## src/rtl/fc_pkg.sv

```systemverilog
// Shared types and constants for the fully-connected layer datapath.
package fc_pkg;

  typedef enum logic [1:0] {
    IDLE  = 2'd0,
    ISSUE = 2'd1,
    DRAIN = 2'd2,
    DONE  = 2'd3
  } state_t;

  localparam int MAC_LAT = 2;   // mac: en -> done
  localparam int MEM_LAT = 1;   // rd_en -> rdata
  localparam int FEAT_W  = 8;
  localparam int WGT_W   = 8;
  localparam int PROD_W  = 16;

endpackage

```

## src/rtl/fc_dot_seq.sv

```systemverilog
// Dot-product sequencer for one FC neuron: walks the feature/weight
// memories, feeds the external mac and accumulates its products onto a bias.
module fc_dot_seq
  import fc_pkg::*;
#(
  parameter int IN_LEN = 784,
  parameter int ADDR_W = 10,
  parameter int ACC_W  = 26
) (
  input  logic                     clk,
  input  logic                     rstn,
  input  logic                     start,
  input  logic signed [15:0]       bias,
  output logic                     rd_en,
  output logic [ADDR_W-1:0]        rd_addr,
  input  logic [FEAT_W-1:0]        feat_rdata,
  input  logic [WGT_W-1:0]         wgt_rdata,
  output logic                     mac_en,
  output logic [FEAT_W-1:0]        mac_feature,
  output logic [WGT_W-1:0]         mac_weight,
  input  logic signed [PROD_W-1:0] mac_result,
  input  logic                     mac_done,
  output logic                     busy,
  output logic signed [ACC_W-1:0]  acc,
  output logic                     valid
);

  // Counters are one bit wider than the address so IN_LEN = 2^ADDR_W fits.
  localparam logic [ADDR_W:0] LAST  = (ADDR_W+1)'(IN_LEN - 1);
  localparam logic [ADDR_W:0] CNT_N = (ADDR_W+1)'(IN_LEN);

  state_t            state;
  logic [ADDR_W:0]   issue_cnt;
  logic [ADDR_W:0]   done_cnt;
  logic              acc_upd;
  logic signed [ACC_W-1:0] prod_ext;
  logic signed [ACC_W-1:0] bias_ext;

  // Read data lands one cycle after rd_en, same cycle as mac_en.
  assign mac_feature = feat_rdata;
  assign mac_weight  = wgt_rdata;
  assign rd_addr     = issue_cnt[ADDR_W-1:0];

  assign acc_upd  = mac_done && (state == ISSUE || state == DRAIN);
  assign prod_ext = {{(ACC_W-PROD_W){mac_result[PROD_W-1]}}, mac_result};
  assign bias_ext = {{(ACC_W-16){bias[15]}}, bias};

  // Control FSM, read strobe, mac enable and accumulator.
  always_ff @(posedge clk) begin
    if (!rstn) begin
      state     <= IDLE;
      issue_cnt <= '0;
      done_cnt  <= '0;
      acc       <= '0;
      rd_en     <= 1'b0;
      mac_en    <= 1'b0;
      busy      <= 1'b0;
      valid     <= 1'b0;
    end else begin
      mac_en <= rd_en;
      valid  <= 1'b0;
      if (acc_upd) begin
        acc      <= acc + prod_ext;
        done_cnt <= done_cnt + 1'b1;
      end
      case (state)
        IDLE: begin
          if (start) begin
            state     <= ISSUE;
            acc       <= bias_ext;
            issue_cnt <= '0;
            done_cnt  <= '0;
            rd_en     <= 1'b1;
            busy      <= 1'b1;
          end
        end
        ISSUE: begin
          // Hold the counter on the last address so rd_addr never wraps.
          if (issue_cnt == LAST) begin
            state <= DRAIN;
            rd_en <= 1'b0;
          end else begin
            issue_cnt <= issue_cnt + 1'b1;
          end
        end
        DRAIN: begin
          // Leave on the edge that absorbs the final product so valid
          // follows the last mac_done with no dead cycle.
          if (done_cnt == CNT_N || (acc_upd && done_cnt == LAST)) begin
            state <= DONE;
            valid <= 1'b1;
          end
        end
        DONE: begin
          state <= IDLE;
          busy  <= 1'b0;
        end
        default: state <= IDLE;
      endcase
    end
  end

endmodule

```

## config.mk

```make
export PLATFORM = sky130hd
export DESIGN_NAME = fc_dot_seq
export DESIGN_NICKNAME = d
export VERILOG_FILES = /design/src/rtl/fc_pkg.sv /design/src/rtl/fc_dot_seq.sv
export SDC_FILE = /design/constraint.sdc
export NUM_CORES = 1
export LEC_CHECK = 0
export CAP_MARGIN = 30
export CORE_MARGIN = 2
export CORE_UTILIZATION = 53
export DETAILED_ROUTE_END_ITERATION = 10
export PLACE_DENSITY = 0.85
export SETUP_SLACK_MARGIN = 0.02
export SLEW_MARGIN = 20
export SYNTH_ARGS = -nofsm -noshare
export SYNTH_HDL_FRONTEND = slang
export SYNTH_SLANG_ARGS = --single-unit
```

## constraint.sdc

```tcl
create_clock -name clk -period 5.7 [get_ports clk]
set_clock_uncertainty 0.15 [all_clocks]
set_input_delay 0.57 -clock clk [delete_from_list [all_inputs] [get_ports clk]]
set_output_delay 0.57 -clock clk [all_outputs]
set_load 0.1 [all_outputs]
```

==> metrics.yaml, run 1 <==
drtAntennaViolNets: 0
worst_path_max_delay_cell: "clkdlybuf4s50_1"
p_per_area_mw_per_mm2: 549
overflow: 0
dp_cells: 631
synthCells: 499
setup_viol: 0
min_from: "done_cnt[1]"
cp_cell_sequence: "clkdlybuf4s50_1 -> ha_1 -> nand3_2 -> o211a_1 -> a211o_1 -> nor3b_1 -> a211oi_2 -> xor2_1 -> a21oi_1"
fin_crit_sh: 0.560
tns_ns: 0
hpwl_mm: 7.45
dieArea_mm2: 0.00833
min_period_ns: 3.19
slowest_delay_ns: 0.70
synthFlopType: "dfxtp_1"
vias_per_cell: 5.92
wirelength_mm: 10.1
tightest_slew_ns: 0.994
grt_max_degree: 34
synth_top_area_frac: 0.268
ys_ff_latch: 54
synth_commonest_cells: "nand2_1 (56), dfxtp_1 (54), nor2_1 (40), a21oi_1 (35), ha_1 (32)"
yosys.cell_count.top_type: "nand2_1"
rows: 31
post_cts_buffers: 0
cp_top_family: "compound AO/OA/AOI/OAI gates"
synth.distinct_cells: 65
antenna_found_initial: 0
nets: 624
rrSetupSlack_ns: 2.83
hold_viol_final: 0
hold_buffers: 0
fmax_ghz: 0.313
avgRoutedWirePerCell_um: 15.8
cts_tree: "yes"
ir_worst_vdd_mv: 0.443
yosysSeqAreaShare: 0.268
clk_latency_ns: 0.31
stdcell_count: 639
fin_util: 0.648
htreeDepth: 2
power_w: 0.00261
synth_edf_count: 0
grt_first_pass_wirelength_mm: 17.1
dieWidth_um: 91.3
drive_above_1_share: 0.0593
track_usage: 0.245
syn_area_per_cell_um2: 8.09
path_class: "input pin to register"
rsz0062_at_grt: "no"
crit_path_start: "mac_result[15]"
p_leak_nw: 1.89
worstSetupEndpointType: "register"
cts-root-buf: "clkbuf_8"
critPathLaunchType: "input pin"
start_util: 0.551
rr_startpoint: "state[0]"
arrival_ns: 3.24
drt-pass1-iter-count: 4
synth_area_leaders: "dfxtp_1 (27%), ha_1 (9.9%), buf_4 (5.4%)"
ios: 108
status: "complete, no violations"
fill_cells: 589
cts_buffers: 5
vias: 3786
drt_iter0_markers: 118
coreArea_mm2: 0.00733
syn_area_mm2: 0.00404
synthArstFlopShare: 0
clockBufferDepth: 2
yosys.area.top_type: "dfxtp_1"
synth_nets: 584
regArea_mm2: 0.00108
crit_buf_inv: 1
globalplace.congestion: 0.873
path_clk_slew_ns: 0.11
drc_errors: 0
ys_warn_count: 0
cts.repair.resized: 0
grt_pass1_vias: 3725
cts.sinks: 54
drv_cap: 0
critPathRequiredTime_ns: 5.75
hold_class: "register to register"
synthToLayoutAreaGrowth_pct: 17.6
multiInputGateArea_mm2: 0.00264
port_buffers: 75
relSlewSlack: 0.335
n_antenna_cell: 0
cp_max_fo: 14
final_max_slew_viol_count: 0
die_y_um: 91.3
worst min-delay path, stage by stage (launching register included):
cell and delay (ns):
dfxtp_1 0.34, nand2_1 0.06, a21oi_1 0.06
registers in the layout, indices dropped and copies added, names as in the netlist:
register,cells
busy,1
issue_cnt,11
acc,26
valid,1
rd_en,1
mac_en,1
done_cnt,11
state,2
metrics by stage:
step                area [um^2]  worst slack [ns]  hold slack (ns)
floorplan                  4040              2.75            0.301
global placement           4650              2.29            0.315
detailed placement         4650              2.22            0.340
CTS                        4750              2.57            0.356
global route               4750              2.35            0.372
finish                     4750              2.51            0.351
report_power, final:
group / total, W / internal, W / leakage, nW / switching [W]
Combinational: 0.00182 / 0.000562 / 1.39 / 0.00126
Sequential: 0.000550 / 0.000468 / 0.443 / 0.0000818
Clock: 0.000232 / 0.0000914 / 0.0502 / 0.000141
worst paths after layout:
path / cells past startpoint / endpoint
max: 9 / acc[25]
min: 2 / done_cnt[1]
max reg2reg: 7 / acc[11]
min reg2reg: 2 / done_cnt[1]
placed cells by master (no fill, tap or decap), types with 8 or more instances in the layout:
master,count
nand4_1,10
ha_1,32
o21a_1,8
inv_1,8
o211a_1,10
xor2_1,22
nand3_1,14
o211ai_1,11
nor2_1,40
a21oi_1,35
nand2_1,56
clkdlybuf4s50_1,75
xnor2_1,11
dfxtp_1,54
o21ai_0,30
nor3_1,10
nor2b_1,9
logic make-up after synthesis:
kind of cell / synth area share
AOI/OAI and AO/OA: 0.244
and+or+nand+nor: 0.212
xor gates and xnor gates: 0.0716
muxes: 0.0214
adders and majority gates: 0.104
buffers and inverters: 0.0799
DFF: 0.268
final cells by class:
cell class | instances | area share
inverters | 8 | 0.00632
repair buffers | 79 | 0.164
well taps | 99 | 0.0261
clock inverters | 3 | 0.00606
flip-flops and latches | 54 | 0.228
multi-input cells | 391 | 0.555
clock buffers | 5 | 0.0145
routing by layer:
layer  vias to the layer above  GRT usage  wire (um)
met3                        16     0.0324        617
met5                         -          0          0
met2                       133      0.441       4920
met1                      1775      0.307       4440
met4                         0     0.0631        131
li1                       1862          -          -
(Power assumes the default switching activity.)
==> inputs of run 2 (changes only) <==
- CORE_UTILIZATION: 53 -> 45
- PLACE_DENSITY: 0.85 -> 0.77
- clock period: 5.7 -> 2.8 ns (I/O delays scaled with it)
==> run 2 against run 1 <==
Net effect:
- sequential power increased by 110%
- critical path type unchanged
- core utilization decreased by 8.1 points
- first-iteration DRC count increased by 15%
- die area increased by 17%
- combinational power increased by 110%
- register-to-register slack got worse by 2.5 ns
- sequential share of layout area decreased by 0.68 points
- routed wire length increased by 3.3%
- non-clock buffer count increased by 33
==> metrics.yaml, run 2 (synthesis gave the netlist of run 1 again) <==
status: "complete, no violations"
cts.sinks: 54  # unchanged
worst_path_max_delay_cell: "clkdlybuf4s50_1"
worstSetupEndpointType: "register"
tightest_slew_ns: 0.646  # -0.348 ns
dieWidth_um: 98.7  # +8.1%
rr_startpoint: "acc[0]"
drt-pass1-iter-count: 4  # unchanged
grt_first_pass_wirelength_mm: 17.2  # +0.60%
hold_viol_final: 0  # unchanged
reg_top3: "acc x26, done_cnt x11, issue_cnt x11"
min_from: "done_cnt[1]"
cp_top_family: "compound AO/OA/AOI/OAI gates"
nets: 657  # +5.3%
hpwl_mm: 8.07  # +8.2%
arrival_ns: 2.65  # -0.59 ns
overflow: 0  # unchanged
worstRegToRegCells: 9  # +2
clk_latency_ns: 0.32  # about the same
wirelength_mm: 10.4  # +3.3%
hold_slack_ns: 0.338  # -0.0133 ns
vias: 3834  # +1.3%
drv_cap: 0  # unchanged
hold-path-cell-count: 2  # unchanged
path_class: "input pin to register"
critPathLaunchType: "input pin"
relSlewSlack: 0.566  # +0.231
drt_iter0_markers: 136  # +15%
drtAntennaViolNets: 0  # unchanged
post_cts_buffers: 0  # unchanged
hold_class: "register to register"
p_leak_nw: 2.11  # +12%
fmax_ghz: 0.388
fin_util: 0.566  # -0.0813
cts_tree: "yes"
track_usage: 0.210  # -0.0353
critPathRequiredTime_ns: 2.87  # -2.88 ns
p_per_area_mw_per_mm2: 1110  # +100%
ir_worst_vdd_mv: 0.759  # +71%
dieArea_mm2: 0.00975  # +17%
crit_buf_inv: 1  # unchanged
start_util: 0.463  # -0.0878
cts-root-buf: "clkbuf_8"
drc_errors: 0  # unchanged
largest_reg_flops: 26  # unchanged
final_common_cell: "buf_4"
cp_cell_sequence: "clkdlybuf4s50_1 -> ha_1 -> fa_1 -> a21o_1 -> a21o_1 -> a21oi_2 -> o21ai_2 -> o21ai_2 -> o21ai_1 -> mux2_4"
ios: 108  # unchanged
drive_above_1_share: 0.201  # +0.141
cts_buffers: 5  # unchanged
port_buffers: 75  # unchanged
clockBufferDepth: 2  # unchanged
regMostFlops: "acc"
grt_max_degree: 27  # -21%
rrSetupSlack_ns: 0.29  # -2.54 ns
final_cell_mix: "buf_4 (77), nand2_1 (56), dfxtp_1 (46)"
fin_crit_sh: 0.921
min_period_ns: 2.58
vias_per_cell: 5.63  # -5.0%
synthToLayoutAreaGrowth_pct: 22.3
setup_viol: 0  # unchanged
final_max_slew_viol_count: 0  # unchanged
n_antenna_cell: 0  # unchanged
grt_pass1_vias: 3762  # +0.99%
path_clk_slew_ns: 0.12  # about the same
htreeDepth: 2  # unchanged
coreArea_mm2: 0.00872  # +19%
rows: 34  # +9.7%
rsz0062_at_grt: "no"
rr_endpoint: "acc[24]"
cp_max_fo: 4  # -10
hold_buffers: 0  # unchanged
tns_ns: 0  # unchanged
antenna_found_initial: 0  # unchanged
slowest_delay_ns: 0.41  # -0.29 ns
avgRoutedWirePerCell_um: 15.3  # -3.0%
globalplace.congestion: 0.946  # +8.3%
hold_end: "done_cnt[1]"
die_y_um: 98.7  # +8.1%
-- run 2: changes by cell type in the layout (fill, tap and decap cells not counted), moves of 8 or more --
cell	before	now
buf_4	4	77
clkdlybuf4s50_1	75	34
dfxtp_1	54	46
dfxtp_2	0	8
-- run 2: cell type report --
type / instances / area, um^2
timing repair buffer: 112 / 931
fill: 809 / 3780
multi-input combinational: 391 / 2660
tap: 108 / 135
clock inverter: 3 / 23.8
sequential: 54 / 1090
clock buffer: 5 / 68.8
inverter: 8 / 30.0
-- run 2: timing repair --
item                                   in CTS  in global routing
resized for setup                           0                  3
endpoints found under the hold margin       0                  0
setup endpoints to repair                   0                  1
-- run 2: how the worst max path moves through the flow --
stage	startpoint	endpoint	slack, ns	cells after the start
finish	mac_result[0]	acc[24]	0.22	10
global route	mac_result[0]	acc[14]	0.05	10
CTS	mac_result[0]	acc[24]	0.22	10
detailed placement	mac_result[0]	acc[24]	-0.11	10
global placement	mac_result[0]	acc[24]	-0.07	10
floorplan	acc[11]	acc[24]	-0.05	9
-- run 2: through the flow --
stage                     setup slack, ns  cell area, um^2  power, W  instances
after global placement            -0.0750             4820   0.00496        673
after floorplan                   -0.0523             4050   0.00414        499
after CTS                           0.224             4910   0.00548        681
after global routing               0.0467             4940   0.00585        681
final                               0.223             4940   0.00551        681
after detailed placement           -0.109             4820   0.00500        673
-- run 2: where the power goes --
| group | internal, W | leakage [nW] | switching [W] |
|---|---|---|---|
| clock | 0.000180 | 0.0408 | 0.000287 |
| combinational | 0.00130 | 1.63 | 0.00260 |
| sequential | 0.000963 | 0.445 | 0.000172 |
-- run 2: worst reg2reg max path: cells and delay by family, from the launching register on --
kind	cells	cell delay, ns
compound gates	6	1.03
fa+ha+maj	2	0.59
flops	1	0.34
mux	1	0.30
-- run 2: routing by layer --
metal / global-route usage / up-vias / share of wire
met5: 0 / - / 0
met4: 0.0674 / 0 / 0.020
met3: 0.0355 / 25 / 0.036
met2: 0.354 / 84 / 0.47
met1: 0.273 / 1798 / 0.47
li1: - / 1927 / -
